$ cat src/rtl/rr_grant_arbiter_if.sv
// Request/grant bundle between the requesting agents and the round-robin arbiter.
interface rr_grant_arbiter_if #(
  parameter int N = 5
);
  localparam int IDW = $clog2(N);

  logic [N-1:0]   req;
  logic [N-1:0]   grant;
  logic           grant_valid;
  logic [IDW-1:0] grant_id;
  logic [2:0]     state;
  logic           timeout_pulse;

  modport master (
    output req,
    input  grant, grant_valid, grant_id, state, timeout_pulse
  );

  modport slave (
    input  req,
    output grant, grant_valid, grant_id, state, timeout_pulse
  );
endinterface

$ cat src/rtl/rr_grant_arbiter.sv
// Round-robin arbiter with a one-hot IDLE/BUSY/GAP FSM and a hold-time cap,
// so one requester cannot keep the shared resource indefinitely.
module rr_grant_arbiter #(
  parameter int N        = 5,
  parameter int MAX_HOLD = 16
) (
  input  logic             clk,
  input  logic             rst_n,
  rr_grant_arbiter_if.slave bus
);
  localparam int IDW = $clog2(N);
  localparam int HW  = $clog2(MAX_HOLD + 1);

  typedef enum logic [2:0] {
    IDLE = 3'b001,
    BUSY = 3'b010,
    GAP  = 3'b100
  } state_e;

  state_e         state_q;
  logic [N-1:0]   grant_q;
  logic [IDW-1:0] grant_id_q;
  logic [IDW-1:0] ptr_q;
  logic [HW-1:0]  hold_q;
  logic           tout_q;

  logic           win_found;
  logic [IDW-1:0] win_id;
  logic [N-1:0]   win_oh;
  logic [IDW-1:0] ptr_d;

  // Scan from the far end of the rotated order so the closest match to ptr wins.
  always_comb begin
    win_found = 1'b0;
    win_id    = '0;
    win_oh    = '0;
    for (int i = N - 1; i >= 0; i--) begin
      int idx;
      idx = int'(ptr_q) + i;
      if (idx >= N) idx = idx - N;
      if (bus.req[idx]) begin
        win_found = 1'b1;
        win_id    = IDW'(idx);
      end
    end
    win_oh[win_id] = win_found;
    ptr_d = (int'(win_id) == N - 1) ? '0 : win_id + IDW'(1);
  end

  always_ff @(posedge clk or negedge rst_n) begin
    if (!rst_n) begin
      state_q    <= IDLE;
      grant_q    <= '0;
      grant_id_q <= '0;
      ptr_q      <= '0;
      hold_q     <= '0;
      tout_q     <= 1'b0;
    end else begin
      case (state_q)
        IDLE, GAP: begin
          tout_q <= 1'b0;
          if (win_found) begin
            state_q    <= BUSY;
            grant_q    <= win_oh;
            grant_id_q <= win_id;
            ptr_q      <= ptr_d;
            hold_q     <= HW'(1);
          end else begin
            state_q    <= IDLE;
            grant_q    <= '0;
            grant_id_q <= '0;
            hold_q     <= '0;
          end
        end
        BUSY: begin
          // A release on the cap edge counts as a normal release, hence req first.
          if (!bus.req[grant_id_q]) begin
            state_q    <= GAP;
            grant_q    <= '0;
            grant_id_q <= '0;
            hold_q     <= '0;
            tout_q     <= 1'b0;
          end else if (hold_q == HW'(MAX_HOLD)) begin
            state_q    <= GAP;
            grant_q    <= '0;
            grant_id_q <= '0;
            hold_q     <= '0;
            tout_q     <= 1'b1;
          end else begin
            hold_q     <= hold_q + HW'(1);
          end
        end
        default: begin
          state_q    <= IDLE;
          grant_q    <= '0;
          grant_id_q <= '0;
          hold_q     <= '0;
          tout_q     <= 1'b0;
        end
      endcase
    end
  end

  assign bus.grant         = grant_q;
  assign bus.grant_valid   = |grant_q;
  assign bus.grant_id      = grant_id_q;
  assign bus.state         = state_q;
  assign bus.timeout_pulse = tout_q;
endmodule
$ cat src/flat_wrapper.sv
// flat-port wrapper written by rule: the top's interface ports become plain ports
module rr_grant_arbiter_flat 
#(
  parameter int N        = 5,
  parameter int MAX_HOLD = 16
)
  (clk, rst_n, bus_req, bus_grant, bus_grant_valid, bus_grant_id, bus_state, bus_timeout_pulse);
  rr_grant_arbiter_if #(.N(N)) bus_i ();
  input  logic clk;
  input  logic rst_n;
  input wire logic [$bits(bus_i.req)-1:0] bus_req;
  output wire logic [$bits(bus_i.grant)-1:0] bus_grant;
  output wire logic [$bits(bus_i.grant_valid)-1:0] bus_grant_valid;
  output wire logic [$bits(bus_i.grant_id)-1:0] bus_grant_id;
  output wire logic [$bits(bus_i.state)-1:0] bus_state;
  output wire logic [$bits(bus_i.timeout_pulse)-1:0] bus_timeout_pulse;
  assign bus_i.req = bus_req;
  assign bus_grant = bus_i.grant;
  assign bus_grant_valid = bus_i.grant_valid;
  assign bus_grant_id = bus_i.grant_id;
  assign bus_state = bus_i.state;
  assign bus_timeout_pulse = bus_i.timeout_pulse;
  rr_grant_arbiter #(.N(N), .MAX_HOLD(MAX_HOLD)) u_core (.clk(clk), .rst_n(rst_n), .bus(bus_i));
endmodule
$ cat config.mk
export PLATFORM = sky130hd
export DESIGN_NAME = rr_grant_arbiter_flat
export DESIGN_NICKNAME = d
export VERILOG_FILES = /design/src/rtl/rr_grant_arbiter_if.sv /design/src/rtl/rr_grant_arbiter.sv /design/src/flat_wrapper.sv
export SDC_FILE = /design/constraint.sdc
export NUM_CORES = 1
export LEC_CHECK = 0
export BUFFER_PORTS_ARGS = -buffer_cell sky130_fd_sc_hd__buf_2
export CORE_MARGIN = 3
export CORE_UTILIZATION = 45
export DETAILED_ROUTE_END_ITERATION = 16
export HOLD_SLACK_MARGIN = 0.03
export PLACE_DENSITY = 0.61
export SLEW_MARGIN = 20
export SYNTH_ARGS = -nofsm -noshare
export SYNTH_HDL_FRONTEND = slang
export SYNTH_SLANG_ARGS = --single-unit
$ cat constraint.sdc
create_clock -name clk -period 3.6 [get_ports clk]
set_clock_uncertainty 0.1 [all_clocks]
set_input_delay 0.36 -clock clk [delete_from_list [all_inputs] [get_ports clk]]
set_output_delay 0.36 -clock clk [all_outputs]
set_load 0.1 [all_outputs]
**Word level (Yosys, flattened, before mapping)**

Index checks and enable logic that the tools add are counted.

- Flip-flop bits (word level): 20
- Output and inout port bits: 13
- Input port bits: 7
- Logic and storage cells: 95

- $lt $le $gt $ge: 13
- Equal/unequal tests: 6
- Add/sub/neg operators: 11
- Bitwise gates (word level): 1
- Mux-type cells: 54
- Reduce and logical (&&, ||, !) cells: 4

Operators with widths:

| operator | number |
|---|---|
| $lt A32 B5 Y1 const B | 5 |
| $mux W32 | 5 |
| $ge A32 B4 Y1 const B | 4 |
| $sub A32 B4 Y32 const B | 4 |
| $mux W3 | 11 |
| $mux W5 | 5 |
| $mux W1 | 21 |
| $pmux W5 S2 | 2 |
| $bmux W1 S3 | 6 |
| $pmux W3 S2 | 2 |
| $add A3 B2 Y4 const B | 2 |
| $lt A3 B4 Y1 const B | 2 |
| $eq A3 B3 Y1 const B | 2 |
| $add A5 B1 Y5 const B | 1 |
| $and A5 B5 Y5 | 1 |
| $eq A5 B5 Y1 const B | 1 |
| $reduce_or A5 Y1 | 1 |
| $add A3 B1 Y4 const B | 1 |
| $add A3 B3 Y4 const B | 1 |
| $sub A3 B3 Y4 const B | 1 |
| $add A3 B1 Y3 const B | 1 |
| $demux W1 S3 | 1 |
| $eq A3 B1 Y1 const B | 1 |
| $eq A3 B2 Y1 const B | 1 |
| other kinds (7) | 7 |

**Depth between registers and ports, before layout**

- Word-level depth: 18
- Gate-level depth with buffers: 16

**Worst setup path before layout**

OpenSTA, ideal clock, no wires.

- Path kind: register to register
- Start point: register u_core.ptr_q[1]
- End point: register u_core.ptr_q[2]
- Setup slack: 0.293 ns
- Period minus slack after synthesis: 3.307 ns
- Buffers on the path: 1
- Data arrival time: 3.129 ns
- Cell stages (with the launch flop): 16
- Required time: 3.423 ns
- Cell sequence: dfrtp_1 inv_1 ha_1 ha_1 clkbuf_1 a211o_1 mux2_2 a22oi_2 o21ai_0 a21boi_0 o21ai_2 inv_1 ha_1 inv_1 a22oi_1 a21oi_1

- Cells in the longest elaborated chain, start to end: 13

Ends and longest elaborated chain:

| what | RTL line | RTL |
|---|---|---|
| from (decl) | rr_grant_arbiter.sv:23 | `logic [IDW-1:0] ptr_q;` |
| from (signal assigned) | rr_grant_arbiter.sv:66 | `ptr_q <= ptr_d;` |
| $add A3 B3 Y4 | rr_grant_arbiter.sv:39 | `idx = int'(ptr_q) + i;` |
| $sub A32 B4 Y32 / $ge A32 B4 Y1 (equally long branches) | rr_grant_arbiter.sv:40 | `if (idx >= N) idx = idx - N;` |
| $mux W32 | rr_grant_arbiter.sv:40 |  |
| $bmux W1 S3 | rr_grant_arbiter.sv:41 | `if (bus.req[idx]) begin` |
| $mux W1 (implied by the code) (2 in a row) | rr_grant_arbiter.sv:41 |  |
| $mux W3 (5 in a row) | rr_grant_arbiter.sv:41 |  |
| $add A3 B1 Y3 / $eq A3 B3 Y1 (equally long branches) | rr_grant_arbiter.sv:47 | `ptr_d = (int'(win_id) == N - 1) ? '0 : win_id + IDW'(1);` |
| $mux W3 | rr_grant_arbiter.sv:47 |  |

Several ways; a longest one is shown, not always the timed one. The select of a mux whose other input is x is not followed.
A chain may end at the register's enable or synchronous reset.

**Worst setup path in the final report**

Ends and elaborated chain as after synthesis.

==> impl_metrics.py <==
metrics = {
    "die": {
        "std_cell_rows": 24,
        "start_util": 0.471,
        "io_pins": 20,
        "core_region_area_mm2": 0.00438,
        "die_h_um": 73.8,
        "dieWidth_um": 73.8,
        "die-area_mm2": 0.00544,
    },
    "placement": {
        "place.gp.congestion": 0.828,
        "io_buffers": 19,
        "dp_hpwl_um": 3920,
    },
    "global_route": {
        "grt_max_degree": 26,
        "antenna_found_initial": 0,
        "grt.total_usage": 0.200,
        "grt_pass1_wl_um": 8540,
        "grt_pass1_vias": 1770,
        "grt-ovfl-total": 0,
    },
    "cts": {
        "clk_pin_slew_worst_paths_ps": 80,
        "cts-root-buf": "clkbuf_8",
        "h-tree-depth": 1,
        "clock_latency_ps": 260,
        "cts_tree": "built",
        "cts_inserted_buffers": 3,
        "clock_path_buffers": 2,
        "clock-sinks": 20,
    },
    "cells_and_area": {
        "final.fill_count": 401,
        "areaGrowthSynthToFinish_pct": 19.1,
        "multiInputGateArea_mm2": 0.00153,
        "drive_above_1_share": 0.248,
        "n_antenna_cell": 0,
        "fin_nets": 297,
        "register_area_um2": 503,
    },
    "critical_path": {
        "r2r_slack_ps": 240,
        "crit_path_start_kind": "register",
        "end_kind": "register",
        "crit_required_ps": 3690,
        "crit_type": "reg -> reg",
        "crit_fanout": 7,
        "cp_data_arrival_time_ps": 3450,
    },
    "run": {
        "cap_violations": 0,
    },
    "sta": {
        "tightestPinTransition_ps": 747,
        "max_freq_mhz": 298,
        "period_share": 0.933,
        "rsz0062_at_grt": "no",
        "maxSlewHeadroom": 0.500,
        "setup_violations": 0,
        "hold_violations": 0,
        "drv_slew": 0,
        "fin_crit_ps": 3360,
        "setup-tns-final_ps": 0,
        "whs_ps": 396,
    },
    "logic_synthesis": {
        "yosys_warnings": 0,
        "synth_top_area_share": 0.230,
        "yosysSeqAreaShare": 0.243,
        "synth_area_per_cell_um2": 8.58,
        "syn-num-nets": 263,
        "synth_cell_types": 62,
        "synth_seq_cells": 20,
        "synth_area_leaders": "dfrtp_1 (23%), ha_1 (8.5%), nand2_1 (5.1%)",
        "ys_async_sr_fraction": 1.00,
        "synth_flop_cell": "dfrtp_1",
        "synth_edf_count": 0,
        "syn-cell-area_mm2": 0.00207,
        "synth_cells": 241,
        "synth_top_cell_by_area": "dfrtp_1",
    },
    "detailed_routing": {
        "wire_per_inst_um": 15.8,
        "via_per_inst": 5.74,
        "dr.pass1.iters": 4,
        "drt_iter0_drc": 110,
        "ant_nets": 0,
        "wl_um": 5150,
        "vias": 1872,
        "drc": 0,
    },
    "hold_path": {
        "hold_path_class": "reg -> reg",
    },
    "run_status": {
        "run_status": "finished, final reports clean",
    },
}
-- stage by stage --
stage          setup WS, ps  utilization  instances  instance area [µm²]
2_1_floorplan           293            -        241                 2070
3_3_place_gp           92.3        0.518        314                 2270
3_5_place_dp           62.7        0.518        314                 2270
4_1_cts                40.0        0.536        319                 2350
5_1_grt                6.83        0.562        326                 2460
6_report                241        0.562        326                 2460
-- critical path: stages (launching register included) --
cell and delay [ps]:
dfrtp_2 450, inv_1 80, ha_1 250, inv_1 70
ha_1 240, a21oi_4 220, xnor2_2 180, mux2i_1 150
o31ai_4 360, a22oi_1 130, a21oi_1 230, and2_1 280
inv_1 70, ha_1 210, inv_1 50, a22oi_1 50
a21oi_1 150
-- registers in the layout, indices dropped and copies added, names as in the netlist --
name,count
u_core.bus.state,3
u_core.bus.grant_id,3
u_core.bus.grant,5
u_core.hold_q,5
u_core.ptr_q,3
u_core.bus.timeout_pulse,1
-- cell type report --
type | count | share of cell area
Inverter | 13 | 0.0198
Clock inverter | 1 | 0.0122
Tap cell | 52 | 0.0264
Clock buffer | 3 | 0.0168
Multi-Input combinational cell | 198 | 0.620
Sequential cell | 20 | 0.204
Timing Repair Buffer | 39 | 0.101
-- synth_stat cells (6+ instances only) --
cell,number
nand2_1,28
dfrtp_1,19
ha_1,14
nor2_1,14
inv_1,12
a21oi_1,11
mux2i_1,10
nor3_1,10
o21ai_0,9
nor2b_1,8
and2_1,6
nand2b_1,6
-- metal layers --
metal | GRT usage | wire [µm] | part of all wire | vias up
met3 | 0.0438 | 209 | 0.041 | 4
met1 | 0.299 | 2600 | 0.51 | 881
met4 | 0.0262 | 36 | 0.0070 | 0
li1 | - | - | - | 943
met5 | 0 | 0 | 0 | -
met2 | 0.302 | 2300 | 0.45 | 44
-- path summary, 6_finish.rpt --
kind / startpoint / end / depth (start not counted)
max in group asynchronous: rst_n / u_core.bus.state[0]$_DFFE_PN1P_ / 2
min: u_core.bus.timeout_pulse$_DFFE_PN0P_ / u_core.bus.timeout_pulse$_DFFE_PN0P_ / 2
min reg2reg: u_core.bus.timeout_pulse$_DFFE_PN0P_ / u_core.bus.timeout_pulse$_DFFE_PN0P_ / 2
max: u_core.ptr_q[1]$_DFFE_PN0N_ / u_core.ptr_q[2]$_DFFE_PN0N_ / 16
max reg2reg: u_core.ptr_q[1]$_DFFE_PN0N_ / u_core.ptr_q[2]$_DFFE_PN0N_ / 16
min in group asynchronous: rst_n / u_core.hold_q[1]$_DFF_PN0_ / 2
-- layout by cell type (no fill, tap or decap), types with 3 or more instances in the layout --
cell type and count:
a21boi_0 3, mux2i_1 9, and2_1 6, a21oi_1 11, o22ai_1 3, nand4_1 3
o21ai_1 4, nor3_1 10, dfrtp_1 18, o22a_1 4, o21ai_0 8, buf_2 19
nor2b_1 8, a22o_1 5, buf_4 19, xnor2_1 4, nand2_1 28, nand3_1 5
nor2_1 14, nand2b_1 6, o211ai_1 4, inv_1 12, ha_1 13, clkbuf_8 3
-- what timing repair did --
item	CTS	global route
hold buffers	1	0
endpoints found under the setup margin	0	11
gates resized for setup	0	11
hold endpoints to repair	19	0
buffers inserted	0	7
-- cells by family after synthesis --
group,after synthesis,synth area share
DFF,20,0.243
and+or+nand+nor,91,0.231
muxes,12,0.0648
AOI/OAI and AO/OA,72,0.283
xor gates and xnor gates,8,0.0375
adders and majority gates,15,0.0944
buffers and inverters,23,0.0466
Power is left out: the tool's default activity adds up to more than one toggle a clock period on the data nets, which glitch-free logic cannot reach.
